===== src/rtl/stage_sequencer.sv =====
// stage_sequencer: five-stage multicycle control-step sequencer.
// Walks each instruction through Fetch, Decode, Execute, Memory and Write Back,
// issuing per-stage register enables and ROM/RAM strobes. Stage 4 holds on
// RAM1_MFC with a timeout guard. Retired instructions are counted.
// Optional feature macro: SINGLE_STEP_EN (adds Step_Mode / Step inputs).
module stage_sequencer #(
  parameter int unsigned MFC_TIMEOUT = 16,
  parameter int unsigned CNT_W       = 32
) (
  input  logic             Clock,
  input  logic             Reset_L,
  input  logic             Run,
  input  logic             Mem_Op,
  input  logic             Mem_Write,
  input  logic             Writes_RF,
  input  logic             Halt_Instr,
  input  logic             RAM1_MFC,
`ifdef SINGLE_STEP_EN
  input  logic             Step_Mode,
  input  logic             Step,
`endif
  output logic [2:0]       Stage,
  output logic             IR_Enable,
  output logic             PC_Enable,
  output logic             ROM1_Read,
  output logic             RA_Enable,
  output logic             RB_Enable,
  output logic             RZ_Enable,
  output logic             RM_Enable,
  output logic             RAM1_Read,
  output logic             RAM1_Write_L,
  output logic             RY_Enable,
  output logic             RF_WRITE,
  output logic             Mem_Timeout,
  output logic [CNT_W-1:0] Instr_Count
);

  typedef enum logic [2:0] {
    ST_IDLE = 3'd0,
    ST_S1   = 3'd1,
    ST_S2   = 3'd2,
    ST_S3   = 3'd3,
    ST_S4   = 3'd4,
    ST_S5   = 3'd5,
    ST_HALT = 3'd7
  } state_t;

  // Wait count of the final permitted Stage 4 cycle without MFC.
  localparam logic [7:0] WAIT_LAST = 8'(MFC_TIMEOUT - 1);

  state_t           state_q, state_d;
  logic [7:0]       wait_q, wait_d;
  logic             timeout_q, timeout_d;
  logic [CNT_W-1:0] cnt_q, cnt_d;
  logic             adv;

`ifdef SINGLE_STEP_EN
  logic step_sync_q, step_sync_d;
  logic step_prev_q, step_prev_d;

  // Step edge detector: sample Step, then compare against its previous sample.
  always_comb begin
    step_sync_d = Step;
    step_prev_d = step_sync_q;
  end

  // Edge detector flops.
  always_ff @(posedge Clock or negedge Reset_L) begin
    if (!Reset_L) begin
      step_sync_q <= 1'b0;
      step_prev_q <= 1'b0;
    end else begin
      step_sync_q <= step_sync_d;
      step_prev_q <= step_prev_d;
    end
  end

  assign adv = ~Step_Mode | (step_sync_q & ~step_prev_q);
`else
  assign adv = 1'b1;
`endif

  // Next-state, wait counter, sticky timeout and retire counter.
  always_comb begin
    state_d   = state_q;
    wait_d    = wait_q;
    timeout_d = timeout_q;
    cnt_d     = cnt_q;
    case (state_q)
      ST_IDLE: if (Run) state_d = ST_S1;
      ST_S1:   if (adv) state_d = ST_S2;
      ST_S2:   if (adv) state_d = ST_S3;
      ST_S3: begin
        wait_d = '0;
        if (adv) state_d = ST_S4;
      end
      ST_S4: begin
        if (Mem_Op) begin
          // MFC wins over the timeout even on the last permitted cycle.
          if (RAM1_MFC) begin
            state_d = ST_S5;
          end else if (adv) begin
            if (wait_q == WAIT_LAST) begin
              state_d   = ST_HALT;
              timeout_d = 1'b1;
            end else begin
              wait_d = wait_q + 8'd1;
            end
          end
        end else if (adv) begin
          state_d = ST_S5;
        end
      end
      ST_S5: begin
        if (adv) begin
          cnt_d = cnt_q + 1'b1;
          if (Halt_Instr)  state_d = ST_HALT;
          else if (Run)    state_d = ST_S1;
          else             state_d = ST_IDLE;
        end
      end
      ST_HALT: state_d = ST_HALT;
      default: state_d = ST_IDLE;
    endcase
  end

  // Sequencer state registers.
  always_ff @(posedge Clock or negedge Reset_L) begin
    if (!Reset_L) begin
      state_q   <= ST_IDLE;
      wait_q    <= '0;
      timeout_q <= 1'b0;
      cnt_q     <= '0;
    end else begin
      state_q   <= state_d;
      wait_q    <= wait_d;
      timeout_q <= timeout_d;
      cnt_q     <= cnt_d;
    end
  end

  // Strobe decode from the registered state; register enables pulse only when advancing.
  always_comb begin
    IR_Enable    = 1'b0;
    PC_Enable    = 1'b0;
    ROM1_Read    = 1'b0;
    RA_Enable    = 1'b0;
    RB_Enable    = 1'b0;
    RZ_Enable    = 1'b0;
    RM_Enable    = 1'b0;
    RAM1_Read    = 1'b0;
    RAM1_Write_L = 1'b1;
    RY_Enable    = 1'b0;
    RF_WRITE     = 1'b0;
    case (state_q)
      ST_S1: begin
        ROM1_Read = 1'b1;
        IR_Enable = adv;
        PC_Enable = adv;
      end
      ST_S2: begin
        RA_Enable = adv;
        RB_Enable = adv;
      end
      ST_S3: begin
        RZ_Enable = adv;
        RM_Enable = adv;
      end
      ST_S4: begin
        if (Mem_Op) begin
          RAM1_Read    = ~Mem_Write;
          RAM1_Write_L = ~Mem_Write;
          RY_Enable    = RAM1_MFC;
        end else begin
          RY_Enable = adv;
        end
      end
      ST_S5:   RF_WRITE = Writes_RF & adv;
      default: ;
    endcase
  end

  assign Stage       = state_q;
  assign Mem_Timeout = timeout_q;
  assign Instr_Count = cnt_q;

endmodule


===== config.mk =====
export PLATFORM = sky130hd
export DESIGN_NAME = stage_sequencer
export DESIGN_NICKNAME = d
export VERILOG_FILES = /design/src/rtl/stage_sequencer.sv
export SDC_FILE = /design/constraint.sdc
export NUM_CORES = 1
export LEC_CHECK = 0
export ABC_AREA = 1
export ABC_CLOCK_PERIOD_IN_PS = 1500
export CORE_MARGIN = 4
export CORE_UTILIZATION = 50
export DETAILED_ROUTE_END_ITERATION = 12
export PLACE_DENSITY = 0.82
export SLEW_MARGIN = 20
export SYNTH_ARGS = -nofsm -noshare
export SYNTH_HDL_FRONTEND = slang
export SYNTH_SLANG_ARGS = --single-unit

===== constraint.sdc =====
create_clock -name Clock -period 1.5 [get_ports Clock]
set_input_delay 0.375 -clock Clock [delete_from_list [all_inputs] [get_ports Clock]]
set_output_delay 0.375 -clock Clock [all_outputs]
set_load 0.01 [all_outputs]

---- After elaboration in Yosys (flattened, before gate mapping) ----
Index checks and enable logic that the tools add are counted.
storage, ports and cells
  latch bits .............................. 0
  bits in registers ....................... 44
  memories kept ........................... 0
  input bits .............................. 8
  logic and storage cells ................. 46
  output and inout bits ................... 47
  ROM bits ................................ 0
  memory bits (writable) .................. 0
cells by class
  div/mod/pow operators ................... 0
  $lt $le $gt $ge ......................... 0
  bitwise operators ....................... 2
  multipliers ............................. 0
  eq/ne operators ......................... 12
  reduce and logical (&&, ||, !) cells .... 5
  add/subtract/negate cells ............... 2
  shifts and indexed selects .............. 0
  mux-type cells .......................... 21
operators by type and width
  kind                                                                    count
  32-bit by 1-bit adder with 32-bit output (second input constant)        1
  8-bit two-way mux                                                       3
  3-bit case mux with 7 select lines                                      1
  8-bit case mux with 2 select lines                                      1
  3-bit two-way mux                                                       5
  1-bit two-way mux                                                       11
  3-bit equality test (second input constant)                             3
  8-bit by 1-bit adder with 8-bit output (second input constant)          1
  8-bit by 4-bit equality test with 1-bit output (second input constant)  1
  2-bit != test (second input constant)                                   4
  4-bit AND reduction                                                     2
  3-bit by 2-bit equality test with 1-bit output (second input constant)  2
  4-bit != test (second input constant)                                   1
  3-bit by 1-bit equality test with 1-bit output (second input constant)  1
  3-bit logical NOT                                                       1
  1-bit NOT                                                               2
  2-bit AND reduction                                                     1
  2-bit nonzero test                                                      1

---- Longest topological paths before layout ----
  depth after elaboration ................. 5
  mapped depth ............................ 10
  depth with buffers taken out ............ 10

---- Worst setup path before layout ----
OpenSTA, ideal clock, no wires.
  path type ............................... flip-flop to flip-flop
  from .................................... register cnt_q[1] (netlist: Instr_Count[1])
  to ...................................... register cnt_q[14] (netlist: Instr_Count[14])
  data required time ...................... 1.387 ns
  stages on the path, launching flop included .. 11
  data arrival time ....................... 1.393 ns
  period minus slack after synthesis ...... 1.506 ns
  slack ................................... -0.006 ns
  buffers on the path ..................... 0
  library setup time ...................... 0.113 ns
  cells stage by stage .................... dfrtp_1 -> ha_1 -> inv_1 -> nor2_1 -> nand2_1 -> nor2_2 -> nand2_1 -> nor2_1 -> nand2_1 -> nand2_1 -> inv_1
between the ends
  word-level cells in the longest chain between the ends .. 1
RTL lines
  what                                      line  source
  start: declaration                        54    logic [CNT_W-1:0] cnt_q, cnt_d;
  start signal: assignment                  138   cnt_q <= cnt_d;
  32-bit by 1-bit adder with 32-bit output  116   cnt_d = cnt_q + 1'b1;
No other way between the ends.
A chain may end at the register's enable or synchronous reset.

---- Worst setup path after layout ----
  from .................................... register state_q[1] (netlist: Stage[1])
  to ...................................... output port RB_Enable
between the ends
  word-level cells in the longest chain between the ends .. 2
RTL lines
  what                                            line  source
  start: declaration                              51    state_t state_q, state_d;
  start signal: assignment                        135   state_q <= state_d;
  3-bit by 2-bit equality test with 1-bit output  155   case (state_q)
  1-bit two-way mux                               155
  end: declaration                                27    output logic RB_Enable,
No other way between the ends.

==> reports/metrics.yaml <==
setup_path:
  worstSetupEndpointType: "output port"
  critical_path.reg2reg.startpoint: "Stage[1]$_DFFE_PN0P_"
  reg2reg_to: "Instr_Count[19]$_DFFE_PN0N_"
  timing.reg2reg.worst_path_depth: 9
  cp_max_fo: 4
  critical_path_arrival_ns: 1.29
  timing.critical_path.mode_cell: "sky130_fd_sc_hd__buf_6"
  reg2reg_slack_ns: -0.14
  cp.required_ns: 1.12
  worst_setup_path_start_kind: "flop"
  cpMaxStageDelayCell: "sky130_fd_sc_hd__dfrtp_2"
  crit_path_max_incr_delay_ns: 0.45
  path_cells: "buf_4, buf_6, nand3_4, inv_4, buf_6"
  worst_setup_path_endpoint: "RB_Enable"
  critical_path.startpoint: "Stage[1]$_DFFE_PN0P_"
  worst-setup-path-type: "reg -> out"
synthesis:
  post_synth_inst_count: 342
  syn-num-nets: 352
  synth_warnings: 0
  synth_cell_types: 30
  sequential_cell_area_fraction_in_the_yosys_report: 0.420
  synth-seq-cells: 44
  synth_area_um2: 2620
  syn-mean-instance-area_um2: 7.67
power:
  clkPwrFrac: 0.169
  power.density_nw_per_um2: 1160
  p_total_w: 0.00485
  combinationalPowerShare: 0.535
  total_leakage_power_nw: 2.21
  power.share.sequential: 0.296
  fraction_of_power_spent_switching_nets: 0.373
  power.switching_w: 0.00181
  irDropWorstVdd_v: 0.00138
  power.internal_w: 0.00304
cells_and_area:
  finish.net_count: 480
  multi_input_comb_area_um2: 1540
  final-seq-area_um2: 1110
  post_route_cells_drive_above_1_share: 0.391
  antennaDiodeCount: 0
  finish.utilization: 0.817
  instances_no_fill: 541
  most_common_cell_after_layout_fill_and_taps_aside: "sky130_fd_sc_hd__nand2_1"
  area_growth_pct: 59.0
  layout_common_cells: "sky130_fd_sc_hd__nand2_1 (69), sky130_fd_sc_hd__buf_4 (59), sky130_fd_sc_hd__inv_1 (42)"
  num-fill-cells: 290
global_routing:
  pin_count_of_the_biggest_net_entering_global_routing: 29
  total_congestion_overflow: 0
  antenna_found_initial: 0
  grt_pass1_vias: 2665
  grtUsageTotal: 0.238
  grt_first_pass_wirelength_um: 12100
clock_tree:
  htreeDepth: 2
  cts_buffers: 5
  clk-insertion-delay-late_ns: 0.31
  numClockSinks: 44
  clockBufferDepth: 2
  worst_setup_hold_path_clk_slew_ns: 0.09
  cts_tree: "built"
  cts_hold_repair_buffers: 0
  cts-root-buf: "sky130_fd_sc_hd__clkbuf_8"
timing:
  layout_setup_ws_ns: -0.161
  hold_ws_ns: -0.0102
  maximum_clock_frequency_mhz: 602
  drv_slew: 0
  hold_violations: 16
  period_utilisation_layout: 1.11
  tmin_final_ns: 1.66
  fin_worst_skew_ns: 0.0114
  worst_slew_pin_slew_ns: 0.417
  max-slew-margin-rel: 0.722
  unrepaired_setup_endpoints_after_global_routing: "yes"
  final-setup-viol-count: 31
run:
  maxCapViolCount: 0
place:
  place_inst: 489
  pre_cts_ws_ns: -0.663
  dpl.hpwl_um: 4810
  routabilityCongestion: 0.887
  portBuffers: 54
detailed_routing:
  drt_pre_antenna_iters: 5
  post-route-drc-count: 0
  dr_total_vias: 2918
  detail-route-antenna-nets: 0
  routed_wl_um: 9050
  avgRoutedWirePerCell_um: 16.7
  vias_per_cell: 5.39
  initialDrtViolationCount: 259
floorplan:
  floorplan.die.height_um: 80.4
  floorplan.die.width_um: 80.4
  total_die_area_um2: 6470
  boundaryPins: 55
  placementRows: 26
  initial_standard_cell_utilization_of_the_core: 0.514
  core_area_um2: 5110
status:
  outcome: "complete, but fails checks"
  failed_checks: "negative hold slack, negative setup slack"
worst_hold_path:
  hold_class: "in -> async"
## critical path: cells and delay by family, from the launching register on
kind | cells | cell delay [ns]
flip-flops | 1 | 0.45
AND/OR/NAND/NOR | 1 | 0.09
buffers and inverters | 4 | 0.44
## metal layers
metal  up-vias  global-route usage  wire (um)
met5         -                   0          0
met4         0              0.0861        242
met3        25              0.0348        616
met2       150               0.440       4900
met1      1416               0.274       3290
li1       1327                   -          -
## area by class of cell
| class | count | share of cell area |
|---|---|---|
| tap | 70 | 0.0210 |
| sequential | 44 | 0.265 |
| inverter | 52 | 0.0516 |
| clock buffer | 8 | 0.0216 |
| timing repair buffer | 127 | 0.271 |
| multi-input combinational | 240 | 0.369 |
## worst min-delay path by stage
stage,startpoint,endpoint,slack [ns]
after detailed placement,Reset_L,Instr_Count[5]$_DFFE_PN0N_,0.32
after global placement,Reset_L,Instr_Count[5]$_DFFE_PN0N_,0.32
final,Reset_L,Instr_Count[13]$_DFFE_PN0N_,-0.01
after CTS,Reset_L,Instr_Count[5]$_DFFE_PN0N_,0.006
after global routing,Reset_L,Instr_Count[6]$_DFFE_PN0N_,0.01
after floorplan,Reset_L,Instr_Count[0]$_DFFE_PN0N_,0.08
## registers in the layout, summed over array words and instances (netlist names)
register	flops
Mem_Timeout	1
Stage	3
wait_q	8
Instr_Count	32
## through the flow
stage | instance area (um2) | TNS (ns)
after floorplan | 2630 | 0
final | 4170 | -2.23
after detailed placement | 3430 | -7.75
after global placement | 3430 | -6.55
after global routing | 4170 | -5.06
after CTS | 3790 | -1.07
## logic make-up after synthesis
kind of cell             count (synthesis)  share of synthesized area
flip-flops                              44                      0.420
buffers and inverters                   58                     0.0949
AO/OA/AOI/OAI                           14                     0.0353
AND/OR/NAND/NOR                        205                      0.377
adder cells (fa/ha/maj)                  2                    0.00954
XOR/XNOR                                19                     0.0634
## what timing repair did
item	in CTS	in global routing
setup buffers	31	16
gates resized for setup	128	73
setup endpoints to repair	67	46
pin swaps	6	26
## synth_stat cells
cell | n | area, um2
sky130_fd_sc_hd__a211oi_1 | 1 | 7.51
sky130_fd_sc_hd__a21oi_1 | 2 | 10.0
sky130_fd_sc_hd__and3_1 | 1 | 6.26
sky130_fd_sc_hd__buf_4 | 4 | 30.0
sky130_fd_sc_hd__buf_6 | 2 | 22.5
sky130_fd_sc_hd__clkinv_2 | 1 | 5.00
sky130_fd_sc_hd__dfrtp_1 | 44 | 1100
sky130_fd_sc_hd__ha_1 | 2 | 25.0
sky130_fd_sc_hd__inv_1 | 48 | 180
sky130_fd_sc_hd__inv_2 | 3 | 11.3
sky130_fd_sc_hd__nand2_1 | 88 | 330
sky130_fd_sc_hd__nand2_2 | 3 | 18.8
sky130_fd_sc_hd__nand3_1 | 33 | 165
sky130_fd_sc_hd__nand3_2 | 1 | 10.0
sky130_fd_sc_hd__nand3_4 | 2 | 35.0
sky130_fd_sc_hd__nand3b_1 | 2 | 15.0
sky130_fd_sc_hd__nand4_1 | 13 | 81.3
sky130_fd_sc_hd__nor2_1 | 37 | 139
sky130_fd_sc_hd__nor2_2 | 5 | 31.3
sky130_fd_sc_hd__nor2_4 | 5 | 56.3
sky130_fd_sc_hd__nor3_1 | 8 | 40.0
sky130_fd_sc_hd__nor3_2 | 2 | 20.0
sky130_fd_sc_hd__nor3_4 | 1 | 16.3
sky130_fd_sc_hd__o21ai_0 | 2 | 10.0
sky130_fd_sc_hd__o21ai_1 | 3 | 15.0
sky130_fd_sc_hd__o21ai_2 | 4 | 35.0
sky130_fd_sc_hd__o21bai_1 | 2 | 15.0
sky130_fd_sc_hd__or2_2 | 4 | 25.0
sky130_fd_sc_hd__xnor2_1 | 10 | 87.6
sky130_fd_sc_hd__xor2_1 | 9 | 78.8
## power by group through the flow
stage	Clock [W]	Sequential (W)	Combinational (W)
after global placement	0	0.00145	0.00150
after CTS	0.000781	0.00142	0.00188
after floorplan	0	0.00150	0.000712
final	0.000820	0.00144	0.00260
after detailed placement	0	0.00146	0.00154
after global routing	0.000865	0.00145	0.00275
(Power assumes the default switching activity.)
